## src/rtl/uart_rx_frame.sv

```systemverilog
// UART frame receiver: start bit, LSB-first data, optional parity, one stop bit.
// Each bit is decided by a 3-sample majority vote around mid-bit at a latched prescale.
module uart_rx_frame #(
  parameter int dataWidth     = 8,
  parameter int prescaleWidth = 6
) (
  input  logic                     clk,
  input  logic                     rst,
  input  logic                     rx_in,
  input  logic [prescaleWidth-1:0] prescale,
  input  logic                     par_en,
  input  logic                     par_type,
  output logic [dataWidth-1:0]     p_data,
  output logic                     data_valid,
  output logic                     par_err,
  output logic                     stp_err
);

  localparam int BCW = (dataWidth > 1) ? $clog2(dataWidth) : 1;
  localparam logic [prescaleWidth-1:0] P_ONE    = 1;
  localparam logic [BCW-1:0]           BC_ONE   = 1;
  localparam logic [BCW-1:0]           LAST_BIT = BCW'(dataWidth - 1);

  typedef enum logic [2:0] {IDLE, START, DATA, PARITY, STOP} state_t;

  state_t                   r_state;
  state_t                   w_next;
  logic [prescaleWidth-1:0] r_presc;
  logic [prescaleWidth-1:0] r_edge_cnt;
  logic                     r_par_en;
  logic                     r_par_type;
  logic                     r_par_err_int;
  logic [BCW-1:0]           r_bit_cnt;
  logic [2:0]               r_samp;
  logic [dataWidth-1:0]     r_shift;

  logic [prescaleWidth-1:0] w_presc_m1;
  logic [prescaleWidth-1:0] w_half;
  logic [prescaleWidth-1:0] w_half_m1;
  logic [prescaleWidth-1:0] w_half_p1;
  logic                     w_eval;
  logic                     w_bit;
  logic                     w_last;
  logic                     w_exp_par;
  logic                     w_frame_ok;

  assign w_presc_m1 = r_presc - P_ONE;
  assign w_half     = {1'b0, r_presc[prescaleWidth-1:1]};
  assign w_half_m1  = w_half - P_ONE;
  assign w_half_p1  = w_half + P_ONE;
  assign w_eval     = (r_edge_cnt == w_presc_m1);
  assign w_bit      = (r_samp[0] & r_samp[1]) | (r_samp[0] & r_samp[2]) | (r_samp[1] & r_samp[2]);
  assign w_last     = (r_bit_cnt == LAST_BIT);
  assign w_exp_par  = r_par_type ? ~^r_shift : ^r_shift;
  assign w_frame_ok = !r_par_err_int && w_bit;

  always_ff @(posedge clk or negedge rst) begin
    if (!rst) begin
      r_state <= IDLE;
    end else begin
      r_state <= w_next;
    end
  end

  always_comb begin
    w_next = r_state;
    unique case (r_state)
      IDLE:    if (!rx_in) w_next = START;
      START:   if (w_eval) w_next = w_bit ? IDLE : DATA;
      DATA:    if (w_eval && w_last) w_next = r_par_en ? PARITY : STOP;
      PARITY:  if (w_eval) w_next = STOP;
      STOP:    if (w_eval) w_next = IDLE;
      default: w_next = IDLE;
    endcase
  end

  // The start-detect edge is edge 0 of the start bit, so the counter resumes at 1.
  always_ff @(posedge clk or negedge rst) begin
    if (!rst) begin
      r_edge_cnt    <= '0;
      r_bit_cnt     <= '0;
      r_presc       <= '0;
      r_par_en      <= 1'b0;
      r_par_type    <= 1'b0;
      r_par_err_int <= 1'b0;
      p_data        <= '0;
      data_valid    <= 1'b0;
      par_err       <= 1'b0;
      stp_err       <= 1'b0;
    end else begin
      data_valid <= 1'b0;
      par_err    <= 1'b0;
      stp_err    <= 1'b0;
      if (r_state == IDLE) begin
        r_bit_cnt <= '0;
        if (!rx_in) begin
          r_edge_cnt    <= P_ONE;
          r_presc       <= prescale;
          r_par_en      <= par_en;
          r_par_type    <= par_type;
          r_par_err_int <= 1'b0;
        end else begin
          r_edge_cnt <= '0;
        end
      end else begin
        r_edge_cnt <= w_eval ? '0 : r_edge_cnt + P_ONE;
        if (w_eval) begin
          unique case (r_state)
            DATA:   r_bit_cnt <= w_last ? '0 : r_bit_cnt + BC_ONE;
            PARITY: r_par_err_int <= (w_bit != w_exp_par);
            STOP: begin
              data_valid <= w_frame_ok;
              par_err    <= r_par_err_int;
              stp_err    <= !w_bit;
              if (w_frame_ok) p_data <= r_shift;
            end
            default: ;
          endcase
        end
      end
    end
  end

  always_ff @(posedge clk) begin
    if (r_state != IDLE) begin
      if (r_edge_cnt == w_half_m1) r_samp[0] <= rx_in;
      if (r_edge_cnt == w_half)    r_samp[1] <= rx_in;
      if (r_edge_cnt == w_half_p1) r_samp[2] <= rx_in;
      if (r_state == DATA && w_eval) r_shift[r_bit_cnt] <= w_bit;
    end
  end

endmodule

```

## config.mk

```make
export PLATFORM = sky130hd
export DESIGN_NAME = uart_rx_frame
export DESIGN_NICKNAME = d
export VERILOG_FILES = /design/src/rtl/uart_rx_frame.sv
export SDC_FILE = /design/constraint.sdc
export NUM_CORES = 1
export LEC_CHECK = 0
export BUFFER_PORTS_ARGS = -buffer_cell sky130_fd_sc_hd__buf_2
export CAP_MARGIN = 0
export CORE_MARGIN = 8
export CORE_UTILIZATION = 55
export CTS_BUF_LIST = sky130_fd_sc_hd__clkbuf_2
export CTS_CLUSTER_DIAMETER = 120
export DETAILED_ROUTE_END_ITERATION = 10
export GPL_ROUTABILITY_DRIVEN = 0
export GPL_TIMING_DRIVEN = 0
export PLACE_DENSITY_LB_ADDON = 0.15
export SLEW_MARGIN = 0
export SYNTH_ARGS = -nofsm -noshare
export SYNTH_HDL_FRONTEND = slang
export SYNTH_SLANG_ARGS = --single-unit
export TNS_END_PERCENT = 5
```

## constraint.sdc

```tcl
create_clock -name clk -period 3.4 [get_ports clk]
set_input_delay 0.85 -clock clk [delete_from_list [all_inputs] [get_ports clk]]
set_output_delay 0.85 -clock clk [all_outputs]
set_load 0.05 [all_outputs]
```

# [After elaboration in Yosys (flattened, before gate mapping)]
# Index checks and enable logic that the tools add are counted.
# W data, S select, Z words.
[totals] register_bits=43
[op_classes] add_sub_neg=5 magnitude_cmp=2 n_eq_ne=15 n_bitwise=7 mux=32 reduce_logical=22
[ops] operator="$mux W3" n=10
[ops] operator="$eq A6 B6 Y1" n=3
[ops] operator="$mux W1" n=16
[ops] operator="$pmux W3 S5" n=1
[ops] operator="$mux W6" n=2
[ops] operator="$reduce_and A2 Y1" n=6
[ops] operator="$ne A2 B2 Y1 const B" n=5
[ops] operator="$bwmux W8" n=1
[ops] operator="$reduce_xnor A8 Y1" n=1
[ops] operator="$reduce_xor A8 Y1" n=1
[ops] operator="$add A5 B1 Y6 const B" n=1
[ops] operator="$add A6 B1 Y6 const B" n=1
[ops] operator="$eq A3 B2 Y1 const B" n=2
[ops] operator="$eq A3 B3 Y1 const B" n=2
[ops] operator="$eq A6 B5 Y1" n=1
[ops] operator="$reduce_bool A2 Y1" n=3
[ops] operator="$sub A5 B1 Y6 const B" n=1
[ops] operator="$sub A6 B1 Y6 const B" n=1
[ops] operator="$reduce_and A5 Y1" n=1
[ops] operator="$logic_and A1 B1 Y1" n=4
[ops] operator="$lt A3 B4 Y1 const B" n=1
[ops] operator="$reduce_and A4 Y1" n=1
[ops] operator="$add A3 B1 Y3 const B" n=1
[ops] operator="$and A1 B1 Y1" n=3
[ops] operator="other kinds (11)" n=14

# [Logic depth before layout (Yosys ltp)]
# Gate-level depths: netlist of the first run.
[logic_depth] depth_word=7 ltp_mapped=8 depth_no_buf=7

# [Worst setup path after synthesis of the first run]
# No wires, ideal clock.
[synth_path] kind="reg-to-reg" start="register r_presc[1]" end="register p_data[0]" slack_ns=1.004 arrival_time_ns=2.271 stages_incl_launch_ff=8 required_ns=3.275 cell_sequence="dfrtp_1 -> inv_1 -> ha_1 -> nor2b_1 -> or3_1 -> a31o_2 -> nor4_4 -> mux2_2"
[synth_between] elab_chain_len=3
[synth_lines] element="start: declaration" line="28" rtl="logic [prescaleWidth-1:0] r_presc;"
[synth_lines] element="start signal: assignment" line="98" rtl="r_presc <= prescale;"
[synth_lines] element="$sub A6 B1 Y6" line="47" rtl="assign w_presc_m1 = r_presc - P_ONE;"
[synth_lines] element="$eq A6 B6 Y1" line="51" rtl="assign w_eval = (r_edge_cnt == w_presc_m1);"
[synth_lines] element="$reduce_and A4 Y1 (no source line)"
[synth_lines] element="end signal: assignment" line="115" rtl="if (w_frame_ok) p_data <= r_shift;"
[synth_lines] element="end: declaration" line="13" rtl="output logic [dataWidth-1:0] p_data,"
# Every way passes these cells.
# A chain may end at the register's enable or synchronous reset.

# [Worst setup path after layout of the first run]
[layout_path] start="register r_presc[1]" end="register r_shift[5] (enable)"
[layout_between] elab_chain_len=4
[layout_lines] element="$sub A6 B1 Y6" line="47"
[layout_lines] element="$eq A6 B6 Y1" line="51"
[layout_lines] element="$logic_and A1 B1 Y1" line="129" rtl="if (r_state == DATA && w_eval) r_shift[r_bit_cnt] <= w_bit;"
[layout_lines] element="$reduce_and A2 Y1 (no source line)"
[layout_lines] element="end signal: indexed assignment" line="129"
[layout_lines] element="end: declaration" line="35" rtl="logic [dataWidth-1:0] r_shift;"
# Every way passes these cells.

==> summary.md, run 1 <==
| Metric | Value |
|---|---|
| Outcome | `finished, final reports clean` |
| Simple logic cell fraction of the synthesized area | `0.182` |
| Placed cells | `288` |
| TritonCTS clock tree | `yes` |
| Residual DRC | `0` |
| Max Clk Rate | `0.343 GHz` |
| CTS buffer count | `5` |
| Final WL | `4650 µm` |
| Ys Warns | `0` |
| CP max stage delay | `580 ps` |
| Port Buffers | `21` |
| Hold Buf Count CTS | `0` |
| Total Neg Setup Slack | `0 ps` |
| Top cells by area, synth | `dfrtp_1, edfxtp_1, mux2_2` |
| Share of cells above drive strength 1 | `0.215` |
| Number of synthesized flops with an enable pin | `11` |
| Core Rows | `23` |
| Initial drt markers | `around 120` |
| Via count | `between 1500 and 2000` |
| Crit Path Max Fanout | `7` |
| Worst slew margin | `0.498` |
| Pleak | `1.13 nW` |
| Die X-Extent | `81.2 µm` |
| Tcrit/Tclk final | `0.858` |
| Die area | `6600 µm²` |
| CTS HTree Levels | `2` |
| Clock insertion delay at the later pin of the skew report | `around 400 ps` |
| HP Class | `in2async` |
| Finished Core Util | `0.630` |
| Combinational Power Share | `0.518` |
| CP startpoint | `r_presc[1]$_DFFE_PN0P_` |
| Post-DP HPWL | `3390 µm` |
| Die Height | `81.2 µm` |
| Final Hold Viols | `0` |
| ANT nets after route | `0` |
| Pre-CTS setup slack | `about 540 ps` |
| Max Slew Vio Count | `0` |
| Finished Cell Area | `2560 µm²` |
| Kind of start point of the critical path | `flop` |
| Clock root buffer | `clkbuf_2` |
| Io pins | `22` |
| Post-synthesis mux area share | `0.0717` |
| Global-route wire length before repair | `just over 8000 µm` |
| Syn Inst Count | `217` |
| Min cycle time layout | `2920 ps` |
| Pwr dens | `819 nW/µm²` |
| CP required | `3540 ps` |
| Combinational family with the most area after synthesis | `simple AND/OR/NAND/NOR gates` |
| Max cap viols | `0` |
| Max clock buf depth | `2` |
| Clk sinks | `43` |
| CP Capture Type | `flop` |
| Fin nets | `approximately 260` |
| Clk pwr share | `0.112` |
| RSZ-0062 raised after global routing | `no` |
| Initial antenna violation count | `0` |
| Non-Filler Instances | `296` |
| Worst Tran Pin Value | `around 750 ps` |
| Post-synthesis sequential area ratio | `0.483` |
| Syn_area_per_cell | `10.8 µm²` |
| Total track usage | `0.156` |
| Top_reg_cell synth | `dfrtp_1` |
| Critical path arrival | `3060 ps` |
| Area after DPL | `~2500 µm²` |
| Vias in the first global route | `1651` |
| Via density per instance | `approximately 5.7` |
| Cell variety after synth | `43` |
| Post-CTS Setup Inserts | `0` |
| Drt wl/cell | `15.7 µm` |
| Post-Syn Nets | `235` |
| CTS clk-pin slew, worst paths | `240 ps` |
| FFs w/ async S/R, synth | `0.744` |
| Worst-path cell chain | `inv_1, ha_1, nor2b_1, or3_1, a31oi_1, nand2_1, nor4_1` |
| Top cell type's share of synthesized area | `0.342` |
| FF+latch count, synth | `43` |
| Largest net degree at the start of global routing | `33` |
| Synth Area in Compound Gates | `0.0759` |
| Final WS setup | `482 ps` |
| Crit Path Category | `reg2reg` |
| # diodes | `0` |
| Core area | `4060 µm²` |
| Skew final | `11.8 ps` |
| Adder-cell share of the synthesized area | `0.0417` |
| Sw power | `slightly above 0.9 mW` |
| Gr ovfl total | `0` |
| Int Pwr | `between 1 and 1.5 mW` |
| DRT Pass-1 Iters | `4` |
| Switching Share | `0.444` |
| Area growth from synthesis to layout | `9.25%` |
| Initial core utilization | `0.577` |
| XOR/XNOR share of the synthesized area | `0.120` |
| VDD IR max | `~0.00047 V` |
| CTS resizes | `0` |
| Final setup vio count | `0` |
| Yosys top cell by area | `dfrtp_1` |
| Worst path slowest cell | `a31oi_1` |
| Reg-to-reg startpoint | `r_presc[1]$_DFFE_PN0P_` |
| Mapped cell area | `2340 µm²` |
| Sequential power share | `0.370` |
## power groups by stage
| stage | logic (mW) | registers (mW) | clock network, mW |
|---|---|---|---|
| final | 1.08 | 0.775 | 0.235 |
| after floorplan | 0.879 | 0.757 | 0 |
| after CTS | 1.08 | 0.775 | 0.242 |
| after detailed placement | 1.07 | 0.786 | 0 |
| after global placement | 1.07 | 0.784 | 0 |
| after global routing | 1.22 | 0.797 | 0.262 |
## area by class of cell
cell class / count / area, µm²
Fill cell: 354 / 1500
Multi-Input combinational cell: 162 / 1150
Sequential cell: 43 / 1130
Timing Repair Buffer: 21 / 105
Tap cell: 50 / 62.6
Buffer: 7 / 41.3
Clock buffer: 5 / 25.0
Clock inverter: 3 / 23.8
Inverter: 5 / 18.8
## registers in the layout, summed over array words and instances (netlist names)
| register | count |
|---|---|
| r_bit_cnt | 3 |
| r_par_en | 1 |
| stp_err | 1 |
| r_par_type | 1 |
| r_par_err_int | 1 |
| data_valid | 1 |
| par_err | 1 |
| r_state | 3 |
| r_shift | 8 |
| p_data | 8 |
| r_presc | 6 |
| r_samp | 3 |
| r_edge_cnt | 6 |
## kinds of logic after synthesis
family,count (synthesis)
flip-flops,43
AO/OA/AOI/OAI,25
buffers and inverters,12
XOR/XNOR,32
multiplexers,15
AND/OR/NAND/NOR,82
adder cells (fa/ha/maj),8
## worst max-delay path, delay by kind of cell (launching register included)
kind	cells	cell delay [ps]
AO/OA/AOI/OAI	1	580
flip-flops	1	460
AND/OR/NAND/NOR	4	1230
adder cells (fa/ha/maj)	1	240
buffers and inverters	1	130
## cell usage in the layout, fill, tap and decap left out, types with 2 or more instances in the layout
cell	count
clkbuf_2	5
clkbuf_1	2
dfrtp_1	32
a31oi_1	4
a21oi_1	4
nor2b_1	3
nand2_1	20
edfxtp_1	11
o21ai_0	4
clkinvlp_4	2
nor2_1	14
inv_1	5
nor3_1	16
xor2_1	15
xnor2_1	17
or2_2	2
ha_1	7
and3_1	6
o211ai_1	2
mux2_2	14
nand3_1	7
nor4_1	4
or4_1	2
a221o_1	3
buf_2	24
## per-layer routing
metal | part of all wire | track usage
met3 | 0.065 | 0.0397
met5 | 0 | 0
met2 | 0.44 | 0.227
met4 | 0.0086 | 0.0464
met1 | 0.49 | 0.221
## cell usage after synthesis, drive strengths merged, types with 4 or more instances
master / n
dfrtp: 32
nand2: 20
xnor2: 17
nor3: 16
xor2: 15
mux2: 14
nor2: 14
edfxtp: 11
ha: 7
nand3: 7
and3: 6
buf: 5
inv: 5
nor4: 5
a21oi: 4
a31oi: 4
o21ai: 4
## path summary, 6_finish.rpt
path / end / slack [ps] / cells after the start
max in group asynchronous: r_edge_cnt[3]$_DFF_PN0_ / 2470 / 1
worst min-delay path: p_data[6]$_DFFE_PN0P_ / 450 / 1
worst max register to register: r_shift[5]$_DFFE_PP_ / 480 / 7
worst max-delay path: r_shift[5]$_DFFE_PP_ / 480 / 7
worst min register to register: p_data[3]$_DFFE_PN0P_ / 530 / 1
min in group clk: p_data[3]$_DFFE_PN0P_ / 530 / 1
## per-stage QoR
step                hold slack, ps  power (mW)
global placement               485        1.85
CTS                            462        2.10
floorplan                      495        1.64
finish                         454        2.09
detailed placement             491        1.86
global route                   485        2.27
No activity file was read; power rests on OpenSTA's default activity.
==> run 2: changes to the inputs <==
--- a/config.mk
+++ b/config.mk
@@ -5,7 +5,7 @@
 export SDC_FILE = /design/constraint.sdc
 export NUM_CORES = 1
 export LEC_CHECK = 0
-export BUFFER_PORTS_ARGS = -buffer_cell sky130_fd_sc_hd__buf_2
+export BUFFER_PORTS_ARGS = -buffer_cell sky130_fd_sc_hd__buf_4
 export CAP_MARGIN = 0
 export CORE_MARGIN = 8
 export CORE_UTILIZATION = 55
==> summary.md, run 2 (same netlist as run 1, synthesis figures left out) <==
| Metric | Value |
|---|---|
| Worst path slowest cell | `a31oi_1` |
| RSZ-0062 raised after global routing | `no` |
| Total track usage | `0.156` |
| Area of the multi-input gates | `1150 µm²` |
| Reg-to-reg slack, setup | `450 ps` |
| CP max stage delay | `620 ps` |
| Global-route wire length before repair | `approximately 7900 µm` |
| Total Neg Setup Slack | `0 ps` |
| Max Clk Rate | `0.339 GHz` |
| Area growth from synthesis to layout | `11.5%` |
| Min cycle time layout | `roughly 2900 ps` |
| Top flop regs | `p_data: 8 flops, r_shift: 8 flops` |
| Final WL | `4710 µm` |
| CTS HTree Levels | `2` |
| Skew final | `19.1 ps` |
| Fin nets | `263` |
| CP Capture Type | `flop` |
| Worst Tran Pin Value | `726 ps` |
| Via density per instance | `approximately 5.7` |
| Max cap viols | `0` |
| Vias in the first global route | `1520` |
| Pleak | `1.14 nW` |
| Pwr dens | `808 nW/µm²` |
| Port Buffers | `21` |
| Worst-path cell chain | `inv_1, ha_1, nor2b_1, or3_1, a31oi_1, nand2_1, nor4_1` |
| Largest net degree at the start of global routing | `33` |
| # diodes | `0` |
| Initial drt markers | `127` |
| Hold Buf Count CTS | `0` |
| Max clock buf depth | `2` |
| DRT Pass-1 Iters | `4` |
| Crit Path Max Fanout | `7` |
| Kind of start point of the critical path | `flop` |
| CTS clk-pin slew, worst paths | `240 ps` |
| Worst slew margin | `0.514` |
| TritonCTS clock tree | `yes` |
| CP required | `3550 ps` |
| Post-CTS Setup Inserts | `0` |
| Hold slack | `317 ps` |
| Die area | `6600 µm²` |
| Clock insertion delay at the later pin of the skew report | `420 ps` |
| VDD IR max | `0.000469 V` |
| CTS resizes | `0` |
| Die Height | `~80 µm` |
| Most common cell after layout, fill and taps aside | `dfrtp_1` |
| Post-DP HPWL | `3470 µm` |
| Most frequent cells in the layout | `dfrtp_1, buf_4, nand2_1` |
| Core Rows | `23` |
| Tcrit/Tclk final | `0.867` |
| Initial core utilization | `0.577` |
| Clk sinks | `43` |
| Initial antenna violation count | `0` |
| Crit Path Category | `reg2reg` |
| Fill cells | `325` |
| Die X-Extent | `81.2 µm` |
| Clock root buffer | `clkbuf_2` |
| Gr ovfl total | `0` |
| Non-Filler Instances | `296` |
| HP Class | `in2async` |
| Critical path arrival | `between 3000 and 4000 ps` |
| Residual DRC | `0` |
| Finished Core Util | `0.643` |
| Via count | `approximately 1700` |
| CTS buffer count | `5` |
| Final Hold Viols | `0` |
| Sequential cell area | `1130 µm²` |
| Max Slew Vio Count | `0` |
| Final setup vio count | `0` |
| Reg-to-reg startpoint | `r_presc[1]$_DFFE_PN0P_` |
| ANT nets after route | `0` |
| Share of cells above drive strength 1 | `0.215` |
| Capture point of the worst reg-to-reg path | `r_shift[5]$_DFFE_PP_` |
| Io pins | `22` |
| Outcome | `finished, final reports clean` |
| Reg2reg path depth | `7` |
| Core area | `4060 µm²` |
| Placed cells | `288` |
| Drt wl/cell | `15.9 µm` |
==> run 2: cell counts in the layout (fill, tap and decap cells not counted) <==
No cell type changed its count.
==> run 2: routing by layer <==
metal	track usage	wire length, µm	vias to the layer above
li1	-	-	836
met1	0.224	2390	806
met2	0.219	2030	36
met3	0.0430	227	6
met4	0.0536	64	0
met5	0	0	-
==> run 2: final cells by class <==
class                   count  area share
multi-input cells         162       0.440
plain buffers               7      0.0158
clock inverters             3     0.00911
flip-flops and latches     43       0.434
repair buffers             21      0.0604
well taps                  50      0.0240
inverters                   5     0.00719
clock buffers               5     0.00959
==> run 2: power by group <==
group | internal (mW) | leakage, nW | total, mW | switching [mW]
Clock | 0.0527 | 0.0256 | 0.234 | 0.181
Combinational | 0.462 | 0.601 | 1.10 | 0.635
Sequential | 0.655 | 0.515 | 0.778 | 0.123
==> run 2: worst max-delay path, delay by kind of cell, from the launching register on <==
family / cells / cell delay, ps
adder cells (fa/ha/maj): 1 / 240
buffers and inverters: 1 / 130
AO/OA/AOI/OAI: 1 / 620
AND/OR/NAND/NOR: 4 / 1240
flip-flops: 1 / 460
==> run 2: worst max-delay path by stage <==
| stage | cells past startpoint | from | slack (ps) | endpoint |
|---|---|---|---|---|
| 3_5_place_dp | 7 | r_presc[1]$_DFFE_PN0P_ | 500 | r_shift[5]$_DFFE_PP_ |
| 3_3_place_gp | 7 | r_presc[1]$_DFFE_PN0P_ | 520 | r_shift[5]$_DFFE_PP_ |
| 6_report | 7 | r_presc[1]$_DFFE_PN0P_ | 450 | r_shift[5]$_DFFE_PP_ |
| 2_1_floorplan | 7 | r_presc[1]$_DFFE_PN0P_ | 1000 | p_data[0]$_DFFE_PN0P_ |
| 4_1_cts | 7 | r_presc[1]$_DFFE_PN0P_ | 490 | r_shift[5]$_DFFE_PP_ |
| 5_1_grt | 7 | r_presc[1]$_DFFE_PN0P_ | 300 | r_shift[5]$_DFFE_PP_ |
==> run 2: per-stage QoR <==
stage          setup slack (ps)  area (µm²)  total power [mW]
6_report                    452        2610              2.11
3_3_place_gp                520        2560              1.85
3_5_place_dp                496        2560              1.87
2_1_floorplan              1000        2340              1.64
5_1_grt                     296        2610              2.28
4_1_cts                     494        2610              2.11
==> run 3: changes to the inputs <==
--- a/config.mk
+++ b/config.mk
@@ -5,6 +5,7 @@
 export SDC_FILE = /design/constraint.sdc
 export NUM_CORES = 1
 export LEC_CHECK = 0
+export ABC_AREA = 1
 export BUFFER_PORTS_ARGS = -buffer_cell sky130_fd_sc_hd__buf_4
 export CAP_MARGIN = 0
 export CORE_MARGIN = 8
==> summary.md, run 3 <==
| Metric | Value |
|---|---|
| Top flop regs | `p_data: 8 flops, r_shift: 8 flops` |
| Port Buffers | `21` |
| Global-route met3 utilization | `0.0410` |
| Outcome | `finished, final reports clean` |
| Total Neg Setup Slack | `0 ps` |
| Final setup vio count | `0` |
| Core Rows | `24` |
| Final Hold Viols | `0` |
| Post-DP HPWL | `3890 µm` |
| ANT nets after route | `0` |
| Initial core utilization | `0.576` |
| Crit Path Category | `reg2reg` |
| Min cycle time layout | `2180 ps` |
| Max clock buf depth | `2` |
| CTS resizes | `0` |
| GRT met2 Usage | `0.229` |
| Syn_area_per_cell | `8.12 µm²` |
| CP required | `3570 ps` |
| Post-synth top cells | `nand2_1, nor2_1, inv_1, dfrtp_1, nand3_1` |
| Share of cells above drive strength 1 | `0.179` |
| DRT Pass-1 Iters | `4` |
| Worst Tran Pin Value | `around 850 ps` |
| Global-route wire length before repair | `8690 µm` |
| Most frequent cells in the layout | `nand2_1, nor2_1, inv_1` |
| Max cap viols | `0` |
| FFs w/ async S/R, synth | `0.744` |
| Final Power | `2.01 mW` |
| Crit Path Max Fanout | `7` |
| Non-Filler Instances | `392` |
| Post-Syn Nets | `329` |
| GRT Max-Usage Layer | `met2` |
| GRT met1 Usage | `0.196` |
| Largest net degree at the start of global routing | `33` |
| Most common cell in the netlist | `nand2_1` |
| Via density per instance | `5.03` |
| RSZ-0062 raised after global routing | `no` |
| Residual DRC | `0` |
| Die area | `7010 µm²` |
| Initial drt markers | `99` |
| Clock root buffer | `clkbuf_2` |
| # diodes | `0` |
| Top cell by count, worst path | `nand2_4` |
| Top cells by area, synth | `dfrtp_1, nand2_1, edfxtp_1` |
| Worst slew margin | `0.432` |
| Total track usage | `0.149` |
| Drt wl/cell | `12.9 µm` |
| Max Slew Vio Count | `0` |
| Worst path slowest cell | `dfrtp_1` |
| Initial antenna violation count | `0` |
| Hold Buf Count CTS | `0` |
| Final WL | `5050 µm` |
| Most common cell after layout, fill and taps aside | `nand2_1` |
| Worst-path cell chain | `inv_1, ha_1, nand4_1, xnor2_2, nand2_4, nor2_8, nand2_4, nor2_1` |
| Top cell type's share of synthesized area | `0.317` |
| Critical path arrival | `2350 ps` |
| Skew final | `20.6 ps` |
| Clock insertion delay at the later pin of the skew report | `~430 ps` |
| TritonCTS clock tree | `yes` |
| Via count | `1973` |
| Area growth from synthesis to layout | `10.8%` |
| FF+latch count, synth | `43` |
| Die X-Extent | `83.8 µm` |
| Kind of start point of the critical path | `flop` |
| VDD IR max | `0.000419 V` |
| Cell variety after synth | `35` |
| Pwr dens | `719 nW/µm²` |
| Post-CTS Setup Inserts | `0` |
| Top_reg_cell synth | `dfrtp_1` |
| Clk sinks | `43` |
| CP max stage delay | `500 ps` |
| Core area | `4380 µm²` |
| Syn Inst Count | `311` |
| Max Clk Rate | `0.458 GHz` |
| Io pins | `22` |
| Gr ovfl total | `0` |
| Tcrit/Tclk final | `0.642` |
| Post-synthesis sequential area ratio | `0.448` |
| Ys Warns | `0` |
| Number of synthesized flops with an enable pin | `11` |
| Placed cells | `roughly 380` |
| HP Class | `in2async` |
| Yosys top cell by area | `dfrtp_1` |
| CTS HTree Levels | `2` |
| CTS buffer count | `5` |
| Mapped cell area | `2520 µm²` |
| Die Height | `83.8 µm` |
| CTS clk-pin slew, worst paths | `about 250 ps` |
| Vias in the first global route | `~1900` |
| CP Capture Type | `flop` |
| Fin nets | `357` |
| Pleak | `1.42 nW` |
[run 3: cell count changes after synthesis, moves of 9 or more]
cell     change
nor3_1      -12
inv_1       +29
xnor2_1      -9
mux2_2      -13
nand3_1     +10
nor2_1      +21
nand2_1     +79
[run 3: layer usage]
layer  wire length [µm]  up-vias  part of all wire
met4                 60        0             0.012
met2               2240       41              0.44
met1               2470      891              0.49
met3                280        6             0.055
met5                  0        -                 0
li1                   -     1035                 -
[run 3: report_power, final]
| part | internal, mW | switching [mW] |
|---|---|---|
| sequential | 0.636 | 0.135 |
| combinational | 0.367 | 0.629 |
| clock | 0.0528 | 0.188 |
[run 3: metrics by stage]
step	util	cell area, µm²	hold WS, ps	setup WS [ps]
floorplan	-	2520	464	1460
global placement	0.627	2750	463	1250
detailed placement	0.627	2750	473	1240
CTS	0.638	2800	304	1230
global route	0.638	2800	302	1030
finish	0.638	2800	302	1220
[run 3: cells by family after synthesis]
| logic type | count (synthesis) | share of synthesized area |
|---|---|---|
| AND/OR/NAND/NOR | 176 | 0.320 |
| flip-flops | 43 | 0.448 |
| buffers and inverters | 41 | 0.0674 |
| AO/OA/AOI/OAI | 27 | 0.0669 |
| XOR/XNOR | 16 | 0.0585 |
| adder cells (fa/ha/maj) | 7 | 0.0347 |
| multiplexers | 1 | 0.00446 |
[run 3: final timing paths]
| kind | start | endpoint | slack, ps | cells past startpoint |
|---|---|---|---|---|
| worst min register to register | p_data[5]$_DFFE_PN0P_ | p_data[5]$_DFFE_PN0P_ | 520 | 2 |
| max in group asynchronous | rst | p_data[6]$_DFFE_PN0P_ | 2790 | 1 |
| worst max register to register | r_presc[2]$_DFFE_PN0P_ | r_shift[7]$_DFFE_PP_ | 1220 | 8 |
| min in group clk | p_data[5]$_DFFE_PN0P_ | p_data[5]$_DFFE_PN0P_ | 520 | 2 |
| worst min-delay path | rst | r_state[0]$_DFFE_PN0P_ | 300 | 1 |
| worst max-delay path | r_presc[2]$_DFFE_PN0P_ | r_shift[7]$_DFFE_PP_ | 1220 | 8 |
[run 3: worst max-delay path: cells and delay by family, from the launching register on]
kind,cells,cell delay (ps)
flip-flops,1,500
buffers and inverters,1,210
XOR/XNOR,1,280
AND/OR/NAND/NOR,5,650
adder cells (fa/ha/maj),1,280
[run 3: cell type report]
class                      count  area (µm²)
fill                         406        1590
multi-input combinational    227        1220
sequential                    43        1130
timing repair buffer          21         158
inverter                      38         143
tap                           52        65.1
buffer                         3        27.5
clock buffer                   5        25.0
clock inverter                 3        23.8
